<file path="src/rtl/link_align_ctrl.sv">
// link_align_ctrl: word-alignment and link-state controller for an 8b/10b
// receive path, clocked on the byte clock.
//
// Walks the deserializer word boundary with single-cycle bitslip pulses until
// clean commas appear, seeds the decoder running disparity, verifies framing,
// then holds the link up while the per-window error rate stays below a
// threshold.
//
// Ports:
//   byteclk      in   byte clock, all logic on posedge
//   rst_n        in   synchronous reset, active low
//   enable       in   0 forces IDLE and clears align_fail
//   word_valid   in   new word and flags valid this cycle
//   comma_det    in   word is a comma
//   comma_pos    in   comma polarity (1 = 1001111100, 0 = 0110000011)
//   code_err     in   decoder code error
//   disp_err     in   decoder disparity error
//   bitslip      out  one-cycle pulse, shift boundary by one bit
//   slip_pos     out  current boundary offset 0..9
//   disp_load    out  one-cycle pulse, load disp_val into decoder
//   disp_val     out  disparity value to load
//   link_up      out  registered, high while LOCKED
//   state        out  0 IDLE, 1 HUNT, 2 SLIP, 3 VERIFY, 4 LOCKED
//   align_fail   out  sticky: full 10-position sweep found no comma
//
// Optional feature (macro LINK_ALIGN_STATS_EN):
//   err_cnt      out  saturating count of errors while LOCKED
//   relock_cnt   out  saturating count of LOCKED -> HUNT drops

module link_align_ctrl #(
    parameter int unsigned HUNT_TIMEOUT  = 32,
    parameter int unsigned SLIP_SETTLE   = 3,
    parameter int unsigned VERIFY_WORDS  = 16,
    parameter int unsigned VERIFY_COMMAS = 2,
    parameter int unsigned ERR_WINDOW    = 64,
    parameter int unsigned ERR_THRESH    = 4
) (
    input  logic        byteclk,
    input  logic        rst_n,
    input  logic        enable,
    input  logic        word_valid,
    input  logic        comma_det,
    input  logic        comma_pos,
    input  logic        code_err,
    input  logic        disp_err,
    output logic        bitslip,
    output logic [3:0]  slip_pos,
    output logic        disp_load,
    output logic        disp_val,
    output logic        link_up,
    output logic [2:0]  state,
    output logic        align_fail
`ifdef LINK_ALIGN_STATS_EN
    ,
    output logic [15:0] err_cnt,
    output logic [7:0]  relock_cnt
`endif
);

    localparam int unsigned HW = $clog2(HUNT_TIMEOUT + 1);
    localparam int unsigned SW = $clog2(SLIP_SETTLE + 1);
    localparam int unsigned VW = $clog2(VERIFY_WORDS + 1);
    localparam int unsigned CW = $clog2(VERIFY_COMMAS + 1);
    localparam int unsigned WW = $clog2(ERR_WINDOW);
    localparam int unsigned EW = $clog2(ERR_THRESH + 1);

    localparam logic [HW-1:0] HUNT_LAST   = HW'(HUNT_TIMEOUT - 1);
    localparam logic [SW-1:0] SETTLE_LAST = SW'(SLIP_SETTLE - 1);
    localparam logic [VW-1:0] VW_LAST     = VW'(VERIFY_WORDS - 1);
    localparam logic [CW-1:0] VC_MAX      = CW'(VERIFY_COMMAS);
    localparam logic [WW-1:0] WIN_LAST    = WW'(ERR_WINDOW - 1);
    localparam logic [EW-1:0] ERR_MAX     = EW'(ERR_THRESH);

    typedef enum logic [2:0] {
        S_IDLE   = 3'd0,
        S_HUNT   = 3'd1,
        S_SLIP   = 3'd2,
        S_VERIFY = 3'd3,
        S_LOCKED = 3'd4
    } state_t;

    state_t cur, nxt;

    logic          err, comma;
    logic [HW-1:0] hunt_cnt;
    logic [SW-1:0] settle_cnt;
    logic [VW-1:0] vw_cnt;
    logic [CW-1:0] vc_cnt, vc_next;
    logic [WW-1:0] win_cnt;
    logic [EW-1:0] win_err, win_err_new;
    logic [3:0]    sweep_cnt;
    logic          slip_start, verify_start;
    logic          bitslip_nxt, disp_load_nxt, disp_val_nxt;

    assign err   = word_valid & (code_err | disp_err);
    assign comma = word_valid & comma_det & ~code_err;
    assign state = cur;

    // Commas seen in VERIFY including the current word (saturating).
    // Window error count including the current word; the first word of each
    // window restarts the count, so an error there counts as 1.
    always_comb begin
        vc_next = vc_cnt;
        if (comma && vc_cnt != VC_MAX)
            vc_next = vc_cnt + 1'b1;
        win_err_new = win_err;
        if (word_valid) begin
            if (win_cnt == '0)
                win_err_new = err ? EW'(1) : '0;
            else if (err && win_err != ERR_MAX)
                win_err_new = win_err + 1'b1;
        end
    end

    // State register
    always_ff @(posedge byteclk) begin
        if (!rst_n)
            cur <= S_IDLE;
        else
            cur <= nxt;
    end

    // Next-state logic
    always_comb begin
        nxt = cur;
        if (!enable) begin
            nxt = S_IDLE;
        end else begin
            case (cur)
                S_IDLE:   nxt = S_HUNT;
                S_HUNT: begin
                    if (comma)
                        nxt = S_VERIFY;
                    else if (word_valid && hunt_cnt == HUNT_LAST)
                        nxt = S_SLIP;
                end
                S_SLIP: begin
                    if (settle_cnt == SETTLE_LAST)
                        nxt = S_HUNT;
                end
                S_VERIFY: begin
                    if (err)
                        nxt = S_SLIP;
                    else if (word_valid && vw_cnt == VW_LAST)
                        nxt = (vc_next == VC_MAX) ? S_LOCKED : S_HUNT;
                end
                S_LOCKED: begin
                    if (err && win_err_new == ERR_MAX)
                        nxt = S_HUNT;
                end
                default:  nxt = S_IDLE;
            endcase
        end
    end

    // Output logic: next values of the registered pulse outputs
    always_comb begin
        slip_start    = (nxt == S_SLIP) && (cur != S_SLIP);
        verify_start  = (nxt == S_VERIFY) && (cur != S_VERIFY);
        bitslip_nxt   = slip_start;
        disp_load_nxt = 1'b0;
        disp_val_nxt  = disp_val;
        if (enable && (verify_start || (cur == S_LOCKED && comma))) begin
            disp_load_nxt = 1'b1;
            disp_val_nxt  = comma_pos;
        end
    end

    // Registered outputs and counters. Each per-state counter is cleared
    // whenever the FSM is not staying in its state, which covers entry.
    always_ff @(posedge byteclk) begin
        if (!rst_n) begin
            bitslip    <= 1'b0;
            disp_load  <= 1'b0;
            disp_val   <= 1'b0;
            link_up    <= 1'b0;
            align_fail <= 1'b0;
            slip_pos   <= '0;
            sweep_cnt  <= '0;
            hunt_cnt   <= '0;
            settle_cnt <= '0;
            vw_cnt     <= '0;
            vc_cnt     <= '0;
            win_cnt    <= '0;
            win_err    <= '0;
        end else begin
            bitslip   <= bitslip_nxt;
            disp_load <= disp_load_nxt;
            disp_val  <= disp_val_nxt;
            link_up   <= enable && (cur == S_LOCKED);

            if (slip_start) begin
                slip_pos <= (slip_pos == 4'd9) ? 4'd0 : slip_pos + 4'd1;
                if (sweep_cnt == 4'd9)
                    align_fail <= 1'b1;
                if (sweep_cnt != 4'd10)
                    sweep_cnt <= sweep_cnt + 4'd1;
            end
            if (verify_start)
                sweep_cnt <= '0;
            if (!enable) begin
                align_fail <= 1'b0;
                sweep_cnt  <= '0;
            end

            if (cur == S_HUNT && nxt == S_HUNT) begin
                if (word_valid && hunt_cnt != HUNT_LAST)
                    hunt_cnt <= hunt_cnt + 1'b1;
            end else begin
                hunt_cnt <= '0;
            end

            if (cur == S_SLIP && nxt == S_SLIP) begin
                if (settle_cnt != SETTLE_LAST)
                    settle_cnt <= settle_cnt + 1'b1;
            end else begin
                settle_cnt <= '0;
            end

            if (cur == S_VERIFY && nxt == S_VERIFY) begin
                if (word_valid) begin
                    if (vw_cnt != VW_LAST)
                        vw_cnt <= vw_cnt + 1'b1;
                    vc_cnt <= vc_next;
                end
            end else begin
                vw_cnt <= '0;
                vc_cnt <= '0;
            end

            if (cur == S_LOCKED && nxt == S_LOCKED) begin
                if (word_valid) begin
                    win_cnt <= (win_cnt == WIN_LAST) ? '0 : win_cnt + 1'b1;
                    win_err <= win_err_new;
                end
            end else begin
                win_cnt <= '0;
                win_err <= '0;
            end
        end
    end

`ifdef LINK_ALIGN_STATS_EN
    always_ff @(posedge byteclk) begin
        if (!rst_n || !enable) begin
            err_cnt    <= '0;
            relock_cnt <= '0;
        end else begin
            if (cur == S_LOCKED && err && err_cnt != '1)
                err_cnt <= err_cnt + 16'd1;
            if (cur == S_LOCKED && nxt == S_HUNT && relock_cnt != '1)
                relock_cnt <= relock_cnt + 8'd1;
        end
    end
`endif

endmodule

</file>
<file path="config.mk">
export PLATFORM = sky130hd
export DESIGN_NAME = link_align_ctrl
export DESIGN_NICKNAME = d
export VERILOG_FILES = /design/src/rtl/link_align_ctrl.sv
export SDC_FILE = /design/constraint.sdc
export NUM_CORES = 1
export LEC_CHECK = 0
export ABC_AREA = 1
export BUFFER_PORTS_ARGS = -buffer_cell sky130_fd_sc_hd__buf_4
export CELL_PAD_IN_SITES_DETAIL_PLACEMENT = 1
export CELL_PAD_IN_SITES_GLOBAL_PLACEMENT = 2
export CORE_MARGIN = 4
export CORE_UTILIZATION = 30
export CTS_CLUSTER_DIAMETER = 120
export DETAILED_ROUTE_END_ITERATION = 7
export PLACE_DENSITY = 0.77
export SKIP_CTS_REPAIR_TIMING = 1
export SLEW_MARGIN = 20
export SYNTH_ARGS = -nofsm -noshare
export SYNTH_HDL_FRONTEND = slang
export SYNTH_SLANG_ARGS = --single-unit
</file>
<file path="constraint.sdc">
create_clock -name byteclk -period 1.9 [get_ports byteclk]
set_input_delay 0.095 -clock byteclk [delete_from_list [all_inputs] [get_ports byteclk]]
set_output_delay 0.095 -clock byteclk [all_outputs]
set_load 0.005 [all_outputs]
</file>
==> results of run 1 <==
[state kept, by name (all words and copies together) (netlist names)]
signal	flops
align_fail	1
hunt_cnt	6
vw_cnt	5
disp_load	1
win_err	3
link_up	1
state	3
sweep_cnt	4
vc_cnt	2
slip_pos	4
bitslip	1
settle_cnt	2
disp_val	1
win_cnt	6
[placed cells by master (no fill, tap or decap), types with 2 or more instances in the layout]
cell type   n
a21oi_1    14
a21oi_2     5
buf_4      54
clkbuf_8    7
dfxtp_1    36
dfxtp_2     4
ha_1       10
ha_4        2
inv_1      38
inv_2       3
nand2_1    54
nand2_2     4
nand2_4     2
nand3_1    21
nand3_2     7
nand3_4     3
nand4_1     5
nor2_1     38
nor2_2     14
nor2_4      2
nor3_1      2
nor3_2      2
o211ai_1    2
o21ai_0     6
o21ai_1     3
xnor2_1     3
xor2_1     10
[where the power goes]
part	internal [mW]	switching [mW]
Combinational	0.0565	0.0822
Clock	0.464	0.313
Sequential	0.839	0.00197
[area by class of cell]
class | instances | area share, %
well taps | 96 | 4.05
inverters | 42 | 5.31
clock inverters | 1 | 1.01
repair buffers | 55 | 14.0
multi-input cells | 216 | 45.2
clock buffers | 7 | 3.25
flip-flops and latches | 40 | 27.2
[worst paths after layout]
path | start | to | slack [ns] | cells past startpoint
worst max-delay path | vw_cnt[1]$_SDFFE_PN0P_ | sweep_cnt[1]$_SDFFE_PP0P_ | -0.19 | 15
worst min-delay path | rst_n | slip_pos[0]$_SDFFE_PN0P_ | 0.07 | 3
worst max register to register | vw_cnt[1]$_SDFFE_PN0P_ | sweep_cnt[1]$_SDFFE_PP0P_ | -0.19 | 15
worst min register to register | align_fail$_SDFFE_PN0P_ | align_fail$_SDFFE_PN0P_ | 0.46 | 2
[kinds of logic (layout without fill, tap and decap cells)]
logic type / after synthesis / in the layout / synth area share, %
AOI/OAI and AO/OA: 33 / 33 / 8.19
xor gates and xnor gates: 13 / 13 / 5.28
adders and majority gates: 12 / 12 / 6.97
buffers and inverters: 44 / 105 / 7.90
DFF: 40 / 40 / 37.2
and+or+nand+nor: 157 / 158 / 34.5
[worst max-delay path, cell delays in order (launching register included)]
cell,delay [ns]
dfxtp_2,0.36
ha_4,0.14
and3_4,0.20
ha_4,0.14
nand2_4,0.05
inv_2,0.05
nand3_2,0.06
nor2_2,0.12
nor2_1,0.07
nor2_2,0.12
buf_4,0.13
nand2_4,0.06
buf_4,0.14
nand3_2,0.07
nand3_1,0.16
a21oi_1,0.16
[per-layer routing]
layer / part of all wire [%] / GRT usage [%]
met3: 2.2 / 2.27
met5: 0 / 0
met1: 49 / 17.4
met2: 48 / 22.4
met4: 1.2 / 4.40
==> results.md, run 1 <==
- Run status: finished, violations left
- Failing checks: setup timing
- Starting density of the core: 31.4%
- Synth top cells by count: nand2_1, nor2_1, dfxtp_1
- Maxcap violations: 0
- Clock buffer depth: 2
- Post-Syn Nets: 319
- Leading area contributor after synthesis: dfxtp_1
- Total power: 1.76 mW
- Cells after Synth: 299
- Final net count: 380
- Synth cell types: 31
- Total GRT Usage: 13.4%
- Clk Latency, worst-skew pair: 0.29 ns
- PortBufs: 19
- Util after Layout: 43.2%
- Post-Route WL: 5570 um
- Most common cell in the netlist: nand2_1
- Multi-input gate area: 1340 um2
- Area Growth Syn to Fin: 37.7%
- First-pass GRT wire length: 9300 um
- Worst-Margin Slew: 0.426 ns
- Fillers: 878
- Die Height: 92.7 um
- Vias: 2,070
- Drt first pass iters: 4
- Worst slew margin: 71.4%
- # IOs: 20
- Post-Syn Area: 2150 um2
- Post-route ant nets: 0
- GPL Wtd Cong: 0.757
- Setup tns final: -3.60 ns
- Top cells by area, synth: dfxtp_1, nand2_1, nor2_1, ha_1, inv_1
- Final worst path period share: 110%
- Reg area: 806 um2
- Top_reg_cell synth: dfxtp_1
- CP max FO: 4
- # setup viols final: 35
- Initial antenna violation count: 0
- Row cnt: 30
- DRC: 0
- Layout cell share with drive strength beyond 1: 31.9%
- Synth top area share: 37.2%
- Final max-slew violation count: 0
- Synth warnings: 0
- Congestion Overflow GR: 0
- Seq/Total Area, Yosys: 37.2%
- EDFF count, synth: 0
- CTS clk-pin slew, worst paths: 0.08 ns
- Unrepaired setup endpoints after global routing: true
- Leakage: 1.25 nW
- Cells after DPL: 443
- Largest net degree at the start of global routing: 13
- Hold slack final: 0.0664 ns
- Initial DRC count: 37
- Root buf cell: clkbuf_8
- Mapped Avg Cell Area: 7.21 um2
- Vias per cell: 4.53
- Crit path required time: 2.13 ns
- HPWL after detailed placement: 4270 um
- Setup CP Type: reg2reg
- Ant. Diodes: 0
- Synth Register Bits: 40
- Maximum operating frequency: 477 MHz
- Final instance area: 2970 um2
- CORE AREA: 6870 um2
- Period minus WS final: 2.09 ns
- Final WS setup: -0.195 ns
- Placed Area: 2640 um2
- Hold Path Class: in2reg
- Number of global-route vias before repair: 2,031
- CTS H-Tree Depth: 2
- Critical path startpoint category: flop
- CP Capture Type: flop
- Synth async-reset ratio: 0%
- CTS tree: built
- Post-DR wirelength/cell: 12.2 um
- Crit path arrival time: 2.32 ns
- Width of the die: 92.7 um
- Clock tree sinks: 40
- Final Hold Vio Count: 0
- Num CTS Buffers: 5
- Post-route insts no fill: 457
- Die ar.: 8600 um2
- Peak VDD IR: 204 uV
- Worst Skew: 0.00537 ns
- Pwr dens: 592 nW/um2
- Post-place setup slack: -0.231 ns
Power figures use the tool's default switching activity.
==> run 2: changes to the inputs <==
--- a/config.mk
+++ b/config.mk
@@ -11,8 +11,9 @@
 export CELL_PAD_IN_SITES_GLOBAL_PLACEMENT = 2
 export CORE_MARGIN = 4
-export CORE_UTILIZATION = 30
+export CORE_UTILIZATION = 31
+export CTS_BUF_LIST = sky130_fd_sc_hd__clkbuf_4
 export CTS_CLUSTER_DIAMETER = 120
 export DETAILED_ROUTE_END_ITERATION = 7
-export PLACE_DENSITY = 0.77
+export PLACE_DENSITY = 0.75
 export SKIP_CTS_REPAIR_TIMING = 1
 export SLEW_MARGIN = 20
==> constraint.sdc (replaced) <==
create_clock -name byteclk -period 1.9 [get_ports byteclk]
set_input_delay 0.095 -clock byteclk [delete_from_list [all_inputs] [get_ports byteclk]]
set_output_delay 0.095 -clock byteclk [all_outputs]
set_load 0.1 [all_outputs]
==> run 2 against run 1 <==
  * Cell count fell by 4.2%
  * Non-clock buffer count fell by 3
  * Sequential power barely moved
  * The flow still finishes with violations (setup timing)
==> results.md, run 2 (synthesis results as in run 1) <==
- First-pass GRT wire length: 9150 um (-1.6%)
- Post-Route WL: 5430 um (-2.6%)
- Critical path startpoint category: flop
- Pwr dens: 493 nW/um2 (-17%)
- Clock buffer depth: 2 (unchanged)
- Switching power: 0.386 mW (-2.8%)
- # IOs: 20 (unchanged)
- Vias: 2,076 (+0.29%)
- DRC: 0 (unchanged)
- CTS clk-pin slew, worst paths: 0.12 ns (+0.04 ns)
- Final instance area: 2870 um2 (-3.2%)
- Combinational power share: 10.2% (+2.3 points)
- Peak VDD IR: 223 uV (+9.3%)
- Reg2reg path depth: 15 (unchanged)
- CP max FO: 5 (+1)
- Clock tree sinks: 40 (unchanged)
- Failing checks: setup timing
- Internal: 1.03 mW (-24%)
- Vias per cell: 4.74 (+4.6%)
- Number of global-route vias before repair: 2,040 (+0.44%)
- Clk Latency, worst-skew pair: 0.35 ns (+0.06 ns)
- CTS H-Tree Depth: 2 (unchanged)
- Setup CP Type: reg2reg
- Worst Skew: 0.00730 ns (+0.00193 ns)
- Post-DR wirelength/cell: 12.4 um (+1.7%)
- Period minus WS final: 2.15 ns (+0.0552 ns)
- Post-route ant nets: 0 (unchanged)
- HPWL after detailed placement: 4100 um (-3.9%)
- Critical Path Sink: sweep_cnt[0]$_SDFFE_PP0P_
- Initial DRC count: 44 (+19%)
- Die Height: 91.4 um (-1.5%)
- CORE AREA: 6760 um2 (-1.6%)
- Unrepaired setup endpoints after global routing: true
- Crit path arrival time: 2.40 ns (+0.08 ns)
- Maximum operating frequency: 465 MHz (-2.6%)
- Largest regs: hunt_cnt x6, win_cnt x6, vw_cnt x5
- Initial antenna violation count: 0 (unchanged)
- Util after Layout: 42.5% (-0.71 points)
- Row cnt: 30 (unchanged)
- Critical Path Source: vw_cnt[1]$_SDFFE_PN0P_
- # setup viols final: 36 (+2.9%)
- Switching Share: 27.3% (+4.7 points)
- CP Capture Type: flop
- Largest net degree at the start of global routing: 14 (+1)
- Placed Area: 2590 um2 (-1.9%)
- Final net count: 377 (-0.79%)
- Starting density of the core: 31.9% (+0.52 points)
- Worst slew margin: 69.5% (-1.9 points)
- Num CTS Buffers: 5 (unchanged)
- CTS tree: built
- Layout cell share with drive strength beyond 1: 31.0% (-0.85 points)
- Leakage: 1.20 nW (-4.4%)
- Fillers: 834 (-5.0%)
- Maxcap violations: 0 (unchanged)
- GPL Wtd Cong: 0.763 (+0.79%)
- Final WS setup: -0.250 ns (-0.0552 ns)
- Final max-slew violation count: 0 (unchanged)
- Run status: finished, violations left
- Reg area: 815 um2 (+1.1%)
- Sequential Power Share: 59.4% (+12 points)
- Most frequent cells in the layout: nand2_1, buf_4, nor2_1
- Final Hold Vio Count: 0 (unchanged)
- Congestion Overflow GR: 0 (unchanged)
- Die ar.: 8350 um2 (-3.0%)
- Drt first pass iters: 4 (unchanged)
- Multi-input gate area: 1340 um2 (+0.19%)
- Worst R2R Setup Slack: -0.25 ns (-0.06 ns)
- Clock share of power: 30.4% (-14 points)
- Post-place setup slack: -0.226 ns (+0.00540 ns)
- Ant. Diodes: 0 (unchanged)
- PortBufs: 19 (unchanged)
- Crit path required time: 2.15 ns (+0.02 ns)
- Most common cell after layout, fill and taps aside: nand2_1
- Worst-Margin Slew: 0.454 ns (+0.0284 ns)
- Final worst path period share: 113% (+2.9 points)
- Area Growth Syn to Fin: 33.2%
- Critical R2R Capture: sweep_cnt[0]$_SDFFE_PP0P_
- Hold Path Class: in2reg
- Width of the die: 91.4 um (-1.5%)
- FF-to-FF Start: vw_cnt[1]$_SDFFE_PN0P_
- Root buf cell: clkbuf_4
- Total GRT Usage: 13.4% (-0.028 points)
==> run 2: worst min path at each step <==
stage	cells after the start	to	startpoint	slack (ns)
finish	3	state[0]$_SDFF_PN0_	enable	0.08
global route	3	state[0]$_SDFF_PN0_	enable	0.05
CTS	3	slip_pos[0]$_SDFFE_PN0P_	rst_n	-0.01
detailed placement	3	slip_pos[1]$_SDFFE_PN0P_	rst_n	0.38
global placement	3	slip_pos[1]$_SDFFE_PN0P_	rst_n	0.37
floorplan	2	slip_pos[0]$_SDFFE_PN0P_	rst_n	0.22
==> run 2: power by group through the flow <==
| stage | Clock [mW] | Combinational (mW) | Sequential (mW) |
|---|---|---|---|
| 3_3_place_gp | 0 | 0.125 | 0.860 |
| 4_1_cts | 0.461 | 0.128 | 0.842 |
| 6_report | 0.431 | 0.144 | 0.841 |
| 2_1_floorplan | 0 | 0.0688 | 0.874 |
| 3_5_place_dp | 0 | 0.127 | 0.860 |
| 5_1_grt | 0.501 | 0.159 | 0.842 |
==> run 2: cell type report <==
| class | count | area share, % |
|---|---|---|
| timing repair buffer | 52 | 13.9 |
| inverter | 42 | 5.49 |
| tap | 80 | 3.49 |
| clock buffer | 5 | 1.31 |
| sequential | 40 | 28.4 |
| multi-input combinational | 216 | 46.8 |
| clock inverter | 3 | 0.654 |
==> run 2: through the flow <==
stage | total power [mW] | hold slack [ns] | std cells | TNS [ns]
2_1_floorplan | 0.942 | 0.219 | 299 | -0.0223
3_3_place_gp | 0.985 | 0.372 | 422 | -3.71
3_5_place_dp | 0.987 | 0.378 | 422 | -4.74
4_1_cts | 1.43 | -0.0143 | 430 | -6.25
5_1_grt | 1.50 | 0.0455 | 438 | -11.09
6_report | 1.42 | 0.0825 | 438 | -6.11
==> run 2: critical path: stages (launching register included) <==
cell	delay, ns
dfxtp_2	0.38
ha_4	0.13
and3_4	0.19
ha_4	0.15
nand2_4	0.05
inv_2	0.05
nand3_2	0.06
nor2_2	0.13
nor2_1	0.08
nor2_2	0.15
buf_4	0.14
nand2_4	0.06
nand2_8	0.10
nand4_1	0.18
nand2_1	0.15
a21oi_2	0.05
==> run 2: per-layer routing <==
layer  vias to the layer above  GRT usage [%]  share of wire, %
met4                         0           3.77               1.2
met3                         6           3.23               3.2
li1                       1076              -                 -
met5                         -              0                 0
met2                        21           22.6                49
met1                       973           16.9                47
